--- src/rtl/ext_dbus_pkg.sv ---
// Shared definitions for the external data-bus controller: FSM states,
// pad drive encodings and legal parameter ranges.
package ext_dbus_pkg;

  typedef enum logic [2:0] {
    ST_IDLE    = 3'd0,
    ST_TURN    = 3'd1,
    ST_DRIVE   = 3'd2,
    ST_RELEASE = 3'd3,
    ST_RWAIT   = 3'd4,
    ST_DONE    = 3'd5
  } state_t;

  // Per-bit pad encoding as {n_drv_high, drv_low}. The combination 2'b01
  // (pull-up and pull-down both on) is deliberately unreachable.
  localparam logic [1:0] PAD_DRV1  = 2'b00;
  localparam logic [1:0] PAD_DRV0  = 2'b11;
  localparam logic [1:0] PAD_FLOAT = 2'b10;

  localparam int TURN_MIN    = 1;
  localparam int TURN_MAX    = 15;
  localparam int HOLD_MIN    = 1;
  localparam int HOLD_MAX    = 15;
  localparam int RD_WAIT_MIN = 2;
  localparam int RD_WAIT_MAX = 15;

  // Encode one pad bit: drive its data value, or float.
  function automatic logic [1:0] pad_enc(input logic drive, input logic val);
    if (!drive) return PAD_FLOAT;
    return val ? PAD_DRV1 : PAD_DRV0;
  endfunction

endpackage

--- src/rtl/ext_dbus_ctrl_sync.sv ---
// Two-flop synchronizer for the asynchronous pad input levels.
module dbus_sync #(
  parameter int W = 8
) (
  input  logic         CLK,
  input  logic         n_RESET,
  input  logic [W-1:0] d,
  output logic [W-1:0] q
);

  logic [W-1:0] meta;

  // Two back-to-back flops; the first may go metastable, the second settles.
  always_ff @(posedge CLK or negedge n_RESET) begin
    if (!n_RESET) begin
      meta <= '0;
      q    <= '0;
    end else begin
      meta <= d;
      q    <= meta;
    end
  end

endmodule

--- src/rtl/ext_dbus_ctrl.sv ---
// External 8-bit bidirectional data-bus controller. Writes float the bus for
// a turnaround, drive latched data, then release; reads float the bus, wait,
// and capture the synchronized (inverted) pad levels.
// Optional feature: define EXT_DBUS_KEEPER_EN to enable weak pull-ups while
// the bus is not being driven by this block.
module ext_dbus_ctrl
  import ext_dbus_pkg::*;
#(
  parameter int TURN    = 1,
  parameter int HOLD    = 2,
  parameter int RD_WAIT = 3
) (
  input  logic       CLK,
  input  logic       n_RESET,
  input  logic       REQ,
  input  logic       WR,
  input  logic [7:0] WDATA,
  output logic       ACK,
  output logic [7:0] RDATA,
  output logic [7:0] DRV_LOW,
  output logic [7:0] n_DRV_HIGH,
  output logic [7:0] n_ENA_PU,
  input  logic [7:0] n_INPUT
);

  if (TURN < TURN_MIN || TURN > TURN_MAX ||
      HOLD < HOLD_MIN || HOLD > HOLD_MAX ||
      RD_WAIT < RD_WAIT_MIN || RD_WAIT > RD_WAIT_MAX) begin : g_param_err
    $error("ext_dbus_ctrl: TURN/HOLD/RD_WAIT out of legal range");
  end

  state_t     state, state_nxt;
  logic [3:0] cnt, cnt_nxt;
  logic [7:0] wdata_q;
  logic [7:0] sync_q;

  dbus_sync #(.W(8)) u_sync (
    .CLK     (CLK),
    .n_RESET (n_RESET),
    .d       (n_INPUT),
    .q       (sync_q)
  );

  // Next-state and shared down-counter; the counter is loaded with (N-1) on
  // entry so each timed state lasts exactly N cycles.
  always_comb begin
    state_nxt = state;
    cnt_nxt   = cnt;
    case (state)
      ST_IDLE: if (REQ) begin
        state_nxt = WR ? ST_TURN : ST_RWAIT;
        cnt_nxt   = WR ? 4'(TURN - 1) : 4'(RD_WAIT - 1);
      end
      ST_TURN: if (cnt == 4'd0) begin
        state_nxt = ST_DRIVE;
        cnt_nxt   = 4'(HOLD - 1);
      end else cnt_nxt = cnt - 4'd1;
      ST_DRIVE: if (cnt == 4'd0) state_nxt = ST_RELEASE;
                else cnt_nxt = cnt - 4'd1;
      ST_RELEASE: state_nxt = ST_IDLE;
      ST_RWAIT: if (cnt == 4'd0) state_nxt = ST_DONE;
                else cnt_nxt = cnt - 4'd1;
      ST_DONE: state_nxt = ST_IDLE;
      default: state_nxt = ST_IDLE;
    endcase
  end

  // State, counter, write-data latch and read capture register.
  always_ff @(posedge CLK or negedge n_RESET) begin
    if (!n_RESET) begin
      state   <= ST_IDLE;
      cnt     <= 4'd0;
      wdata_q <= 8'h00;
      RDATA   <= 8'h00;
    end else begin
      state <= state_nxt;
      cnt   <= cnt_nxt;
      if (state == ST_IDLE && REQ && WR) wdata_q <= WDATA;
      if (state == ST_RWAIT && cnt == 4'd0) RDATA <= ~sync_q;
    end
  end

  // Pad drivers decode straight from state, so reset floats them at once.
  always_comb begin
    n_DRV_HIGH = 8'hFF;
    DRV_LOW    = 8'h00;
    for (int i = 0; i < 8; i++)
      {n_DRV_HIGH[i], DRV_LOW[i]} = pad_enc(state == ST_DRIVE, wdata_q[i]);
  end

  assign ACK = (state == ST_RELEASE) || (state == ST_DONE);

`ifdef EXT_DBUS_KEEPER_EN
  // Keepers on whenever this block is not (about to be) driving the bus.
  assign n_ENA_PU = (state == ST_IDLE || state == ST_RWAIT || state == ST_DONE)
                    ? 8'h00 : 8'hFF;
`else
  assign n_ENA_PU = 8'hFF;
`endif

endmodule

--- config.mk ---
export PLATFORM = sky130hd
export DESIGN_NAME = ext_dbus_ctrl
export DESIGN_NICKNAME = d
export VERILOG_FILES = /design/src/rtl/ext_dbus_pkg.sv /design/src/rtl/ext_dbus_ctrl_sync.sv /design/src/rtl/ext_dbus_ctrl.sv
export SDC_FILE = /design/constraint.sdc
export NUM_CORES = 1
export LEC_CHECK = 0
export BUFFER_PORTS_ARGS = -buffer_cell sky130_fd_sc_hd__buf_2
export CAP_MARGIN = 5
export CORE_ASPECT_RATIO = 1.1
export CORE_MARGIN = 1
export CORE_UTILIZATION = 45
export CTS_CLUSTER_SIZE = 20
export DETAILED_ROUTE_END_ITERATION = 6
export GPL_TIMING_DRIVEN = 0
export PLACE_DENSITY = 0.78
export SYNTH_ARGS = -nofsm -noshare
export SYNTH_HDL_FRONTEND = slang
export SYNTH_SLANG_ARGS = --single-unit
--- constraint.sdc ---
create_clock -name CLK -period 1.7 [get_ports CLK]
set_input_delay 0.34 -clock CLK [delete_from_list [all_inputs] [get_ports CLK]]
set_output_delay 0.34 -clock CLK [all_outputs]
set_load 0.02 [all_outputs]
==> summary.md <==
| Metric | Value |
|---|---|
| Distinct cell type count after synthesis | `37` |
| #FFs+latches synth | `39` |
| Longest Clk Path Bufs | `2` |
| Pwr/cell area | `1810 nW/um^2` |
| CP endpoint kind | `primary output` |
| H-tree levels | `2` |
| Die height | `66.2 microns` |
| 1st-iter DRT viols | `19` |
| Fin. Hold Viols | `0` |
| Most frequent cells in the layout | `37 x dfrtp_1, 37 x buf_2, 18 x nand2_1, 18 x buf_4, 12 x o21ai_0` |
| Post-Syn Area | `1690 sq um` |
| WL per Instance | `roughly 13 microns` |
| # DRC | `0` |
| Routability Congestion | `0.788` |
| Sw Share | `0.397` |
| Post-Route Setup TNS | `-2.39 ns` |
| Hold Slack | `0.0757 ns` |
| RSZ-0062 raised after global routing | `true` |
| Startpoint types | `flip-flop` |
| Final WL | `3240 microns` |
| Row count | `22` |
| Slew @ Worst Pin | `0.808 ns` |
| Clock slew at reported path FFs | `0.11 ns` |
| TritonCTS Buffers | `5` |
| Clock power frac | `0.147` |
| Setup ws final | `-0.181 ns` |
| Worst min path class | `primary input to asynchronous set/reset pin` |
| Status | `finished, violations left` |
| Mapped Cells | `142` |
| Final setup fails | `17` |
| Tot Pwr | `4110 uW` |
| HPWL after DPL | `~2100 microns` |
| Port Buf Inserts | `44` |
| CTS tree | `done` |
| Post-synth ARST share | `1.00` |
| Post-DP Area | `about 2000 sq um` |
| GR Overflow Total | `0` |
| Crit path max fanout | `8` |
| Sw Pwr | `1630 uW` |
| Tmin final | `1.88 ns` |
| Seq/Total Area, Yosys | `0.579` |
| Most used DFF post-synth | `dfrtp_1` |
| Final Max Slew Viols | `0` |
| Critical setup path kind | `flip-flop to primary output` |
| Final period util | `1.11` |
| Logic pwr share | `0.495` |
| Post-CTS Hold Fix Bufs | `0` |
| Fin util | `0.655` |
| Via count | `1225` |
| Largest net degree at the start of global routing | `40` |
| Area grow syn2layout | `34.8%` |
| Root Buffer | `clkbuf_4` |
| Die Area | `roughly 4000 sq um` |
| Routed Antenna Nets | `0` |
| Design Area, Final | `2270 sq um` |
| Crit path required time | `1.36 ns` |
| Clock Latency Late Sink | `0.34 ns` |
| First-pass GRT wire length | `5020 microns` |
| Gr usage total | `0.172` |
| 1st-pass router iterations | `4` |
| Max Cap Violations | `0` |
| Syn_area_per_cell | `11.9 sq um` |
| Starting density of the core | `0.486` |
| Layout net count | `230` |
| Syn. warnings | `0` |
| Fill count | `274` |
| Multi-input logic area | `702 sq um` |
| Internal | `2480 uW` |
| Vias per std cell | `4.77` |
| Worst VDD drop | `1.11 mV` |
| Post-synth EDFFs | `0` |
| Seq pwr share | `0.357` |
| Skew final | `0.00377 ns` |
| Antenna cells | `0` |
| Die span in x | `about 60 microns` |
| Initial antenna violation count | `0` |
| Total leakage power | `approximately 0.0011 uW` |
| Violated checks | `setup timing` |
| Sink Count | `39` |
| Arrival @ worst endpoint | `1.54 ns` |
| Io pins | `53` |
| Vias in the first global route | `1195` |
| Sequential cell area | `between 900 and 1000 sq um` |
| Share of layout cells above drive strength 1 | `0.512` |
| Core area | `approximately 3500 sq um` |
| Peak Freq | `532 MHz` |
| Max-slew headroom | `0.462` |
==> worst max-delay path, cell delays in order (launching register included) <==
cell	delay [ns]
dfrtp_2	0.46
buf_6	0.14
or2_4	0.35
nor2_4	0.13
buf_6	0.12
==> state kept, by name, indices dropped and copies added (netlist names) <==
register / count
state: 3
cnt: 4
RDATA: 8
wdata_q: 8
u_sync.meta: 8
u_sync.q: 8
==> layer usage <==
layer	vias to the layer above	part of all wire	wire length (microns)	global-route usage
li1	590	-	-	-
met1	578	0.38	1220	0.188
met2	50	0.53	1730	0.304
met3	7	0.077	251	0.0587
met4	0	0.014	44	0.0610
met5	-	0	0	0
==> cells by family (layout without fill, tap and decap cells) <==
kind of cell	after synthesis	count (layout)	share of synthesized area
and+or+nand+nor	47	47	0.155
adders and majority gates	3	3	0.0215
xor gates and xnor gates	2	2	0.0104
buffers and inverters	17	77	0.0727
muxes	8	8	0.0534
other	1	8	0.00222
DFF	39	39	0.579
AOI/OAI and AO/OA	25	25	0.106
==> Yosys cell counts (all sizes together), types with 2 or more instances <==
cell type  count  area share
dfrtp         39        0.58
nand2         18       0.040
o21ai         14       0.042
nor2          11       0.024
buf           10       0.045
mux2           8       0.053
inv            4      0.0089
nand2b         4       0.019
a21oi          3      0.0089
clkbuf         3       0.019
and2           2      0.0089
ha             2       0.015
nor2b          2      0.0074
nor3           2      0.0059
nor3b          2       0.016
nor4           2       0.016
o2bb2ai        2       0.010
==> through the flow <==
| stage | instances | setup slack (ns) |
|---|---|---|
| CTS | 253 | -0.218 |
| global route | 257 | -0.236 |
| floorplan | 149 | -0.00394 |
| global placement | 241 | -0.160 |
| finish | 257 | -0.181 |
| detailed placement | 241 | -0.231 |
==> cell type report <==
type	count	area share
well taps	48	0.0264
clock buffers	5	0.0165
multi-input cells	93	0.309
inverters	4	0.00660
flip-flops and latches	39	0.430
clock inverters	3	0.0193
plain buffers	11	0.0402
repair buffers	54	0.152
==> power groups by stage <==
stage,Combinational (uW),Sequential [uW],Clock [uW]
finish,2040,1470,607
global route,2220,1510,656
global placement,1670,1410,0
floorplan,1240,1480,0
CTS,1890,1410,622
detailed placement,1720,1420,0
==> worst paths after layout <==
check                      slack (ns)  cells past startpoint              to            from
hold / removal                   0.08                      1          cnt[0]         n_RESET
max in group asynchronous        1.08                      1        state[1]         n_RESET
setup / recovery                -0.18                      4      DRV_LOW[3]        state[2]
setup reg to reg                 0.02                      6          cnt[1]          cnt[0]
min in group CLK                 0.09                      1  u_sync.meta[3]      n_INPUT[3]
hold reg to reg                  0.36                      0     u_sync.q[0]  u_sync.meta[0]
==> what timing repair did <==
| action | in CTS | in global routing |
|---|---|---|
| resized for setup | 19 | 25 |
| setup endpoints to repair | 28 | 30 |
| pin swaps | 6 | 6 |
| setup buffers | 5 | 5 |
No activity file was read; power rests on OpenSTA's default activity.
